==> src/rtl/ap_txn_profiler.sv <==
// ---------------------------------------------------------------------------
// ap_txn_profiler
//
// Watches the ap_start / ap_ready / ap_done handshake of an HLS-style kernel
// and measures three numbers for every transaction:
//   latency    - cycles from the start cycle up to and including the done cycle
//   interval   - cycles from the start cycle up to and including the first
//                ap_ready cycle (equal to latency when ap_ready never arrives)
//   iter_count - number of pipelined-loop iteration starts seen in between
// Each finished transaction is tagged with a running transaction id and
// queued in a small first-word-fall-through record FIFO. A record that finds
// the FIFO full (with no simultaneous pop) is thrown away and counted.
//
// Ports
//   clock        rising-edge clock for all state
//   reset        synchronous, active-high reset
//   ap_start     observed kernel ap_start
//   ap_ready     observed kernel ap_ready
//   ap_done      observed kernel ap_done
//   iter_enable  one-cycle pulse per loop iteration start
//   rec_valid    a record is available at the FIFO head
//   rec_ready    downstream accepts the head record
//   rec_data     {txn_id, latency, interval, iter_count}, txn_id in the MSBs
//   busy         a transaction is in progress
//   drop_cnt     saturating count of records lost to a full FIFO
// ---------------------------------------------------------------------------
module ap_txn_profiler #(
    parameter int CNT_W = 32,
    parameter int ID_W  = 16,
    parameter int DEPTH = 4
) (
    input  logic                      clock,
    input  logic                      reset,
    input  logic                      ap_start,
    input  logic                      ap_ready,
    input  logic                      ap_done,
    input  logic                      iter_enable,
    output logic                      rec_valid,
    input  logic                      rec_ready,
    output logic [ID_W+3*CNT_W-1:0]   rec_data,
    output logic                      busy,
    output logic [15:0]               drop_cnt
);

    localparam int REC_W = ID_W + 3 * CNT_W;
    localparam int AW    = $clog2(DEPTH);

    localparam logic [CNT_W-1:0] CNT_MAX = '1;
    localparam logic [CNT_W-1:0] CNT_ONE = {{(CNT_W-1){1'b0}}, 1'b1};
    localparam logic [ID_W-1:0]  ID_ONE  = {{(ID_W-1){1'b0}}, 1'b1};
    localparam logic [AW:0]      PTR_ONE = {{AW{1'b0}}, 1'b1};
    localparam logic [15:0]      DROP_MAX = 16'hFFFF;

    typedef enum logic {
        IDLE = 1'b0,
        RUN  = 1'b1
    } state_t;

    state_t             state;
    state_t             stateNext;

    logic [CNT_W-1:0]   latency;
    logic [CNT_W-1:0]   interval;
    logic [CNT_W-1:0]   iterCount;
    logic               readySeen;

    logic [CNT_W-1:0]   latencyNext;
    logic [CNT_W-1:0]   intervalNext;
    logic [CNT_W-1:0]   iterCountNext;
    logic               readySeenNext;
    logic               txnDone;

    logic [ID_W-1:0]    txnId;
    logic [REC_W-1:0]   newRecord;

    logic [REC_W-1:0]   mem [DEPTH];
    logic [AW:0]        wrPtr;
    logic [AW:0]        rdPtr;
    logic               fifoEmpty;
    logic               fifoFull;
    logic               pop;
    logic               pushAccept;
    logic               pushDrop;

    // Counters saturate instead of wrapping so that a pathologically long
    // transaction shows up as "at least this many" rather than a small number.
    function automatic logic [CNT_W-1:0] satInc(input logic [CNT_W-1:0] value);
        return (value == CNT_MAX) ? value : value + CNT_ONE;
    endfunction

    // State register for the IDLE/RUN transaction tracker. Reset wins over
    // every handshake input in the same cycle.
    always_ff @(posedge clock) begin
        if (reset) begin
            state <= IDLE;
        end else begin
            state <= stateNext;
        end
    end

    // Next-state and next-counter logic. In IDLE a start loads fresh counter
    // values that already include the start cycle; a done in that same cycle
    // completes a one-cycle transaction without ever entering RUN. In RUN the
    // counters advance every cycle, interval freezing once ap_ready has been
    // counted. The counter values handed to the record are the *next* values,
    // so the done cycle itself is always included.
    always_comb begin
        stateNext     = state;
        latencyNext   = latency;
        intervalNext  = interval;
        iterCountNext = iterCount;
        readySeenNext = readySeen;
        txnDone       = 1'b0;

        case (state)
            IDLE: begin
                if (ap_start) begin
                    latencyNext   = CNT_ONE;
                    intervalNext  = CNT_ONE;
                    iterCountNext = {{(CNT_W-1){1'b0}}, iter_enable};
                    readySeenNext = ap_ready;
                    if (ap_done) begin
                        txnDone = 1'b1;
                    end else begin
                        stateNext = RUN;
                    end
                end
            end

            RUN: begin
                latencyNext = satInc(latency);
                if (!readySeen) begin
                    intervalNext = satInc(interval);
                end
                if (ap_ready) begin
                    readySeenNext = 1'b1;
                end
                if (iter_enable) begin
                    iterCountNext = satInc(iterCount);
                end
                if (ap_done) begin
                    txnDone   = 1'b1;
                    stateNext = IDLE;
                end
            end

            default: begin
                stateNext = IDLE;
            end
        endcase
    end

    assign newRecord = {txnId, latencyNext, intervalNext, iterCountNext};

    // Measurement counters. They simply follow the next-value logic; their
    // contents in IDLE are don't-care because a new start reloads them.
    always_ff @(posedge clock) begin
        if (reset) begin
            latency   <= '0;
            interval  <= '0;
            iterCount <= '0;
            readySeen <= 1'b0;
        end else begin
            latency   <= latencyNext;
            interval  <= intervalNext;
            iterCount <= iterCountNext;
            readySeen <= readySeenNext;
        end
    end

    // Transaction id advances on every completed transaction, whether its
    // record made it into the FIFO or was dropped, so gaps in the id sequence
    // seen downstream reveal exactly which transactions were lost.
    always_ff @(posedge clock) begin
        if (reset) begin
            txnId <= '0;
        end else if (txnDone) begin
            txnId <= txnId + ID_ONE;
        end
    end

    // FIFO bookkeeping. Pointers carry one extra wrap bit so that full and
    // empty can be told apart without a separate occupancy counter. A push
    // into a full FIFO is still accepted when the head is popped in the same
    // cycle, because the slot being vacated is the one the write lands in.
    assign fifoEmpty  = (wrPtr == rdPtr);
    assign fifoFull   = (wrPtr[AW] != rdPtr[AW]) && (wrPtr[AW-1:0] == rdPtr[AW-1:0]);
    assign pop        = rec_valid && rec_ready;
    assign pushAccept = txnDone && (!fifoFull || pop);
    assign pushDrop   = txnDone && fifoFull && !pop;

    // Read and write pointers.
    always_ff @(posedge clock) begin
        if (reset) begin
            wrPtr <= '0;
            rdPtr <= '0;
        end else begin
            if (pushAccept) begin
                wrPtr <= wrPtr + PTR_ONE;
            end
            if (pop) begin
                rdPtr <= rdPtr + PTR_ONE;
            end
        end
    end

    // Record storage. No reset is needed because a slot is only ever read
    // after it has been written, and the output is forced to zero when empty.
    always_ff @(posedge clock) begin
        if (pushAccept) begin
            mem[wrPtr[AW-1:0]] <= newRecord;
        end
    end

    // Saturating drop counter for records that had nowhere to go.
    always_ff @(posedge clock) begin
        if (reset) begin
            drop_cnt <= '0;
        end else if (pushDrop && (drop_cnt != DROP_MAX)) begin
            drop_cnt <= drop_cnt + 16'd1;
        end
    end

    // Outputs. The head record is presented straight from storage, so it
    // cannot change while it waits for rec_ready; a push into an empty FIFO
    // only becomes visible once the write pointer has moved.
    assign rec_valid = !fifoEmpty;
    assign rec_data  = fifoEmpty ? '0 : mem[rdPtr[AW-1:0]];
    assign busy      = (state == RUN);

endmodule
==> config.mk <==
export PLATFORM = sky130hd
export DESIGN_NAME = ap_txn_profiler
export DESIGN_NICKNAME = d
export VERILOG_FILES = /design/src/rtl/ap_txn_profiler.sv
export SDC_FILE = /design/constraint.sdc
export NUM_CORES = 1
export LEC_CHECK = 0
export ABC_CLOCK_PERIOD_IN_PS = 6800
export CORE_ASPECT_RATIO = 0.6
export CORE_MARGIN = 3
export CORE_UTILIZATION = 60
export CTS_CLUSTER_SIZE = 28
export DETAILED_ROUTE_END_ITERATION = 7
export PLACE_DENSITY = 0.83
export SLEW_MARGIN = 10
export SYNTH_ARGS = -nofsm -noshare
export SYNTH_HDL_FRONTEND = slang
export SYNTH_SLANG_ARGS = --single-unit
export TNS_END_PERCENT = 5
==> constraint.sdc <==
create_clock -name clock -period 6.8 [get_ports clock]
set_input_delay 2.04 -clock clock [delete_from_list [all_inputs] [get_ports clock]]
set_output_delay 2.04 -clock clock [all_outputs]
set_load 0.01 [all_outputs]
Yosys cells after proc, flatten, opt, wreduce, memory -nomap -nowiden
Memories as Yosys holds them, arrays and structs flattened. A register that Yosys moved wholly into a read port is not among the register bits.
Index checks and enable logic that the tools add are counted.
- register bits after elaboration: 136
- RAM bits: 448
- input port bits: 7
- output and inout port bits: 130
- word-level logic and storage cells: 63
- memories kept: 1
- $add $sub $neg: 7
- equality and inequality tests: 9
- muxes and demuxes: 25
- bitwise logic cells: 1
- reduce and logical (&&, ||, !) cells: 11
- memory list (name ; words ; width ; read ports ; clocked after memory_dff ; wr ports ; line ; source):
    mem ; 4 ; 112 ; 1 ; 1 ; 1 ; 76 ; logic [REC_W-1:0] mem [DEPTH];
- operators with widths (kind ; number):
    32-bit 2-to-1 mux ; 8
    32-bit case mux with 2 select lines ; 3
    112-bit 2-to-1 mux ; 1
    32-bit by 1-bit adder with 32-bit output (second input constant) ; 3
    32-bit == test (second input constant) ; 3
    16-bit by 1-bit adder with 16-bit output (second input constant) ; 2
    16-bit != test (second input constant) ; 1
    1-bit 2-to-1 mux ; 8
    3-bit by 1-bit adder with 3-bit output (second input constant) ; 2
    1-bit logical AND ; 6
    1-bit case mux with 2 select lines ; 3
    2-bit 2-to-1 mux ; 2
    2-bit != test (second input constant) ; 2
    3-bit == test ; 1
    1-bit logical NOT ; 3
    2-bit == test ; 1
    2-bit AND reduction ; 1
    1-bit logical OR ; 1
    1-bit != test ; 1
    1-bit NOT ; 1

Logic depth before layout (Yosys ltp)
- word-level depth: 7
- mapped depth: 8
- depth with buffers taken out: 6

Worst setup path before layout
OpenSTA, ideal clock, no wires.
- path type: input to register
- start point: input ap_start
- end point: memory mem[3][0] in the netlist's numbering (enable)
- setup time: 0.485 ns
- arrival time: 5.585 ns
- required time: 6.315 ns
- slack: 0.730 ns
- stages: 4
- buffers on the path: 1
- cell sequence: clkbuf_1 > o21ai_0 > a41oi_1 > and2_1
- cells in the longest elaborated chain, start to end: 5
- ends and longest elaborated chain (element ; line ; source):
    start, declared ; 34 ; input logic ap_start,
    1-bit 2-to-1 mux ; 117 ; if (ap_start) begin
    1-bit case mux with 2 select lines ; 115 ; case (state)
    1-bit logical AND ; 189 ; assign pushAccept = txnDone && (!fifoFull || pop);
    1-bit 2-to-1 mux ; 210 ; if (pushAccept) begin
    1-bit 2-to-1 mux (not written as such) ; 211 ; mem[wrPtr[AW-1:0]] <= newRecord;
    end, declared ; 76 ;
No other way between the ends.

==> impl_metrics.yaml <==
critical_path:
  cp_cell_sequence: "buf_12, mux4_2, and2_1, clkdlybuf4s50_1"
  worstSetupPathType: "reg -> out"
  slowest_stage: "dfxtp_4"
  slowest_delay_ps: 780
  worst_ep_required_time_ps: 4760
  critPathArrivalTime_ps: 3190
  startpoint_type: "flip-flop"
  crit_fanout: 55
  crit_path_end_kind: "primary output"
floorplan:
  die_w_um: 269
  fp.dieH_um: 164
  design.die.area_sq_um: 44000
  ioPinCount: 137
  start_util: 0.611
  fp-row-count: 57
  core_sq_um: 40700
logic_synthesis:
  syn_area_per_cell_sq_um: 14.7
  ys_types: 68
  yosysWarnings: 0
  synth_ff_type: "edfxtp_1"
  syn_inst: 1694
  synth_edf_count: 448
  yosysSeqAreaShare: 0.653
  synth_top_area_frac: 0.541
  async_reset_ff_frac: 0
  syn_nets: 1711
  synth_area_sq_um: 24800
  synth-seq-cells: 586
  synth_top_cell_by_area: "edfxtp_1"
  netlist_top_cells_area: "edfxtp_1 (54%), dfxtp_1 (11%), mux4_2 (10%)"
routing:
  first_pass_iters: 6
  routed_wl_um: 52700
  drtIter0Drc: 1520
  vias: 15100
  drc_errors: 0
  wl_per_cell_um: 22.1
  vias_per_cell: 6.35
  drtAntennaViolNets: 0
global_routing:
  grt_overflow: 0
  grt_usage: 0.245
  antenna_found_initial: 1
  grt_pass1_wl_um: 83900
  grt_pass1_vias: 14800
  grt_max_degree: 109
final_layout:
  n_antenna_cell: 0
  final_net_count: 1829
  drive_above_1_share: 0.136
  n_fill_cell: 2615
  area_growth_pct: 14.0
  final_cell_area_sq_um: 28300
placement:
  gp_congestion: 0.878
  numPortBuffers: 136
  hpwl_um: 32500
  placed_cell_area_sq_um: 26700
timing:
  fmaxAchievable_mhz: 191
  rsz0062_at_grt: "false"
  worst_pin_slew_ps: 1190
  clock_skew_ps: 18.6
  setup_viol_count_final: 0
  hold_violations: 0
  slew_violations: 0
  slew_headroom: 0.204
  period_share: 0.769
  tns_ps: 0
  min_period_ps: 5230
clock_network:
  cts_buffers: 51
  cts_sinks: 586
  tritoncts: "yes"
  cts_resized: 0
  cts_buffer_depth: 3
  post_cts_buffers: 0
  htree_levels: 2
  hold_buffers: 0
  clk_pin_slew_ps: 70
  clk_latency_ps: 580
  cts_root_buffer: "clkbuf_16"
min_path:
  hp-class: "reg -> reg"
job:
  maxCapViolations: 0
power_and_ir_drop:
  powerDensity_nw_per_um2: 277
  irDropWorstVdd_v: 0.000223
  p_leak_nw: 9.53
run_status:
  status: "completed"
## flip-flops by register name (all words and copies together) (netlist names), named ones only
signal / flops
wrPtr: 3
drop_cnt: 16
readySeen: 1
mem: 448
latency: 32
busy: 1
rdPtr: 3
iterCount: 32
interval: 32
txnId: 16
## cells in the mapped netlist (all sizes together), types with 12 or more instances
library cell	count
and2	163
xnor2	15
nor3	27
mux2	12
nor4	19
mux2i	53
dfxtp	138
or3	33
clkbuf	62
buf	27
nand2	128
nor2	60
inv	16
a21oi	54
nand3	67
o31ai	19
o2111ai	19
o211ai	41
and3	29
nand4	38
mux4	112
edfxtp	448
## report_power, final
group          switching [mW]  leakage, nW  total [mW]  internal [mW]
Clock                    1.24        0.783        2.80           1.56
Sequential             0.0613         5.42        3.95           3.89
Combinational           0.503         3.33        1.10          0.600
Total                    1.80         9.53        7.85           6.05
## critical path, delay by kind of cell (launching register included)
family / cells / cell delay, ps
muxes: 1 / 610
buffers and inverters: 2 / 970
DFF: 1 / 780
and+or+nand+nor: 1 / 210
## path summary, 6_finish.rpt
| check | endpoint | slack (ps) | startpoint | depth (start not counted) |
|---|---|---|---|---|
| worst max-delay path | rec_data[9] | 1570 | flip-flop | 4 |
| worst max register to register | wrPtr[2]$_SDFFE_PP0P_ | 3590 | busy$_SDFF_PP0_ | 7 |
| worst min-delay path | drop_cnt[8]$_SDFFE_PP0P_ | 510 | drop_cnt[8]$_SDFFE_PP0P_ | 2 |
| worst min register to register | drop_cnt[8]$_SDFFE_PP0P_ | 510 | drop_cnt[8]$_SDFFE_PP0P_ | 2 |
## kinds of logic after synthesis
logic type / Yosys count / synth area share
mux: 177 / 0.128
simple gates: 615 / 0.138
xor+xnor: 21 / 0.00740
flops: 586 / 0.653
buf+inv: 105 / 0.0176
compound gates: 180 / 0.0515
fa+ha+maj: 10 / 0.00504
## through the flow
step,std cells,hold WS [ps],worst slack (ps),utilization,power (mW)
floorplan,1694,463,730,-,4.66
finish,2384,515,1570,0.697,7.85
CTS,2384,515,1460,0.697,7.92
global placement,2290,485,1620,0.658,5.13
global route,2384,537,1350,0.697,8.13
detailed placement,2290,506,1510,0.658,5.15
## final cells by class
type	instances	area (sq um)	share of cell area
multi-input cells	1003	8220	0.290
clock buffers	75	1420	0.0500
flip-flops and latches	586	16200	0.573
clock inverters	19	173	0.00610
well taps	531	664	0.0235
repair buffers	154	1570	0.0554
inverters	16	60.1	0.00212
## cell usage in the layout (no fill, tap or decap), types with 53 or more instances in the layout
| master | synthesis | final |
|---|---|---|
| mux4_2 | 112 | 112 |
| dfxtp_1 | 138 | 136 |
| mux2i_1 | 53 | 53 |
| edfxtp_1 | 448 | 448 |
| and2_1 | 162 | 158 |
| nor2_1 | 60 | 60 |
| a21oi_1 | 54 | 54 |
| clkdlybuf4s50_1 | 0 | 135 |
| nand3_1 | 66 | 66 |
| nand2_1 | 128 | 127 |
## per-layer routing
layer	global-route usage	part of all wire	vias to the layer above
li1	-	-	6845
met1	0.371	0.44	7508
met2	0.379	0.46	661
met3	0.0363	0.074	121
met4	0.0625	0.025	2
met5	0	0.00025	-
Note: power is estimated with default switching activity, not from simulation.
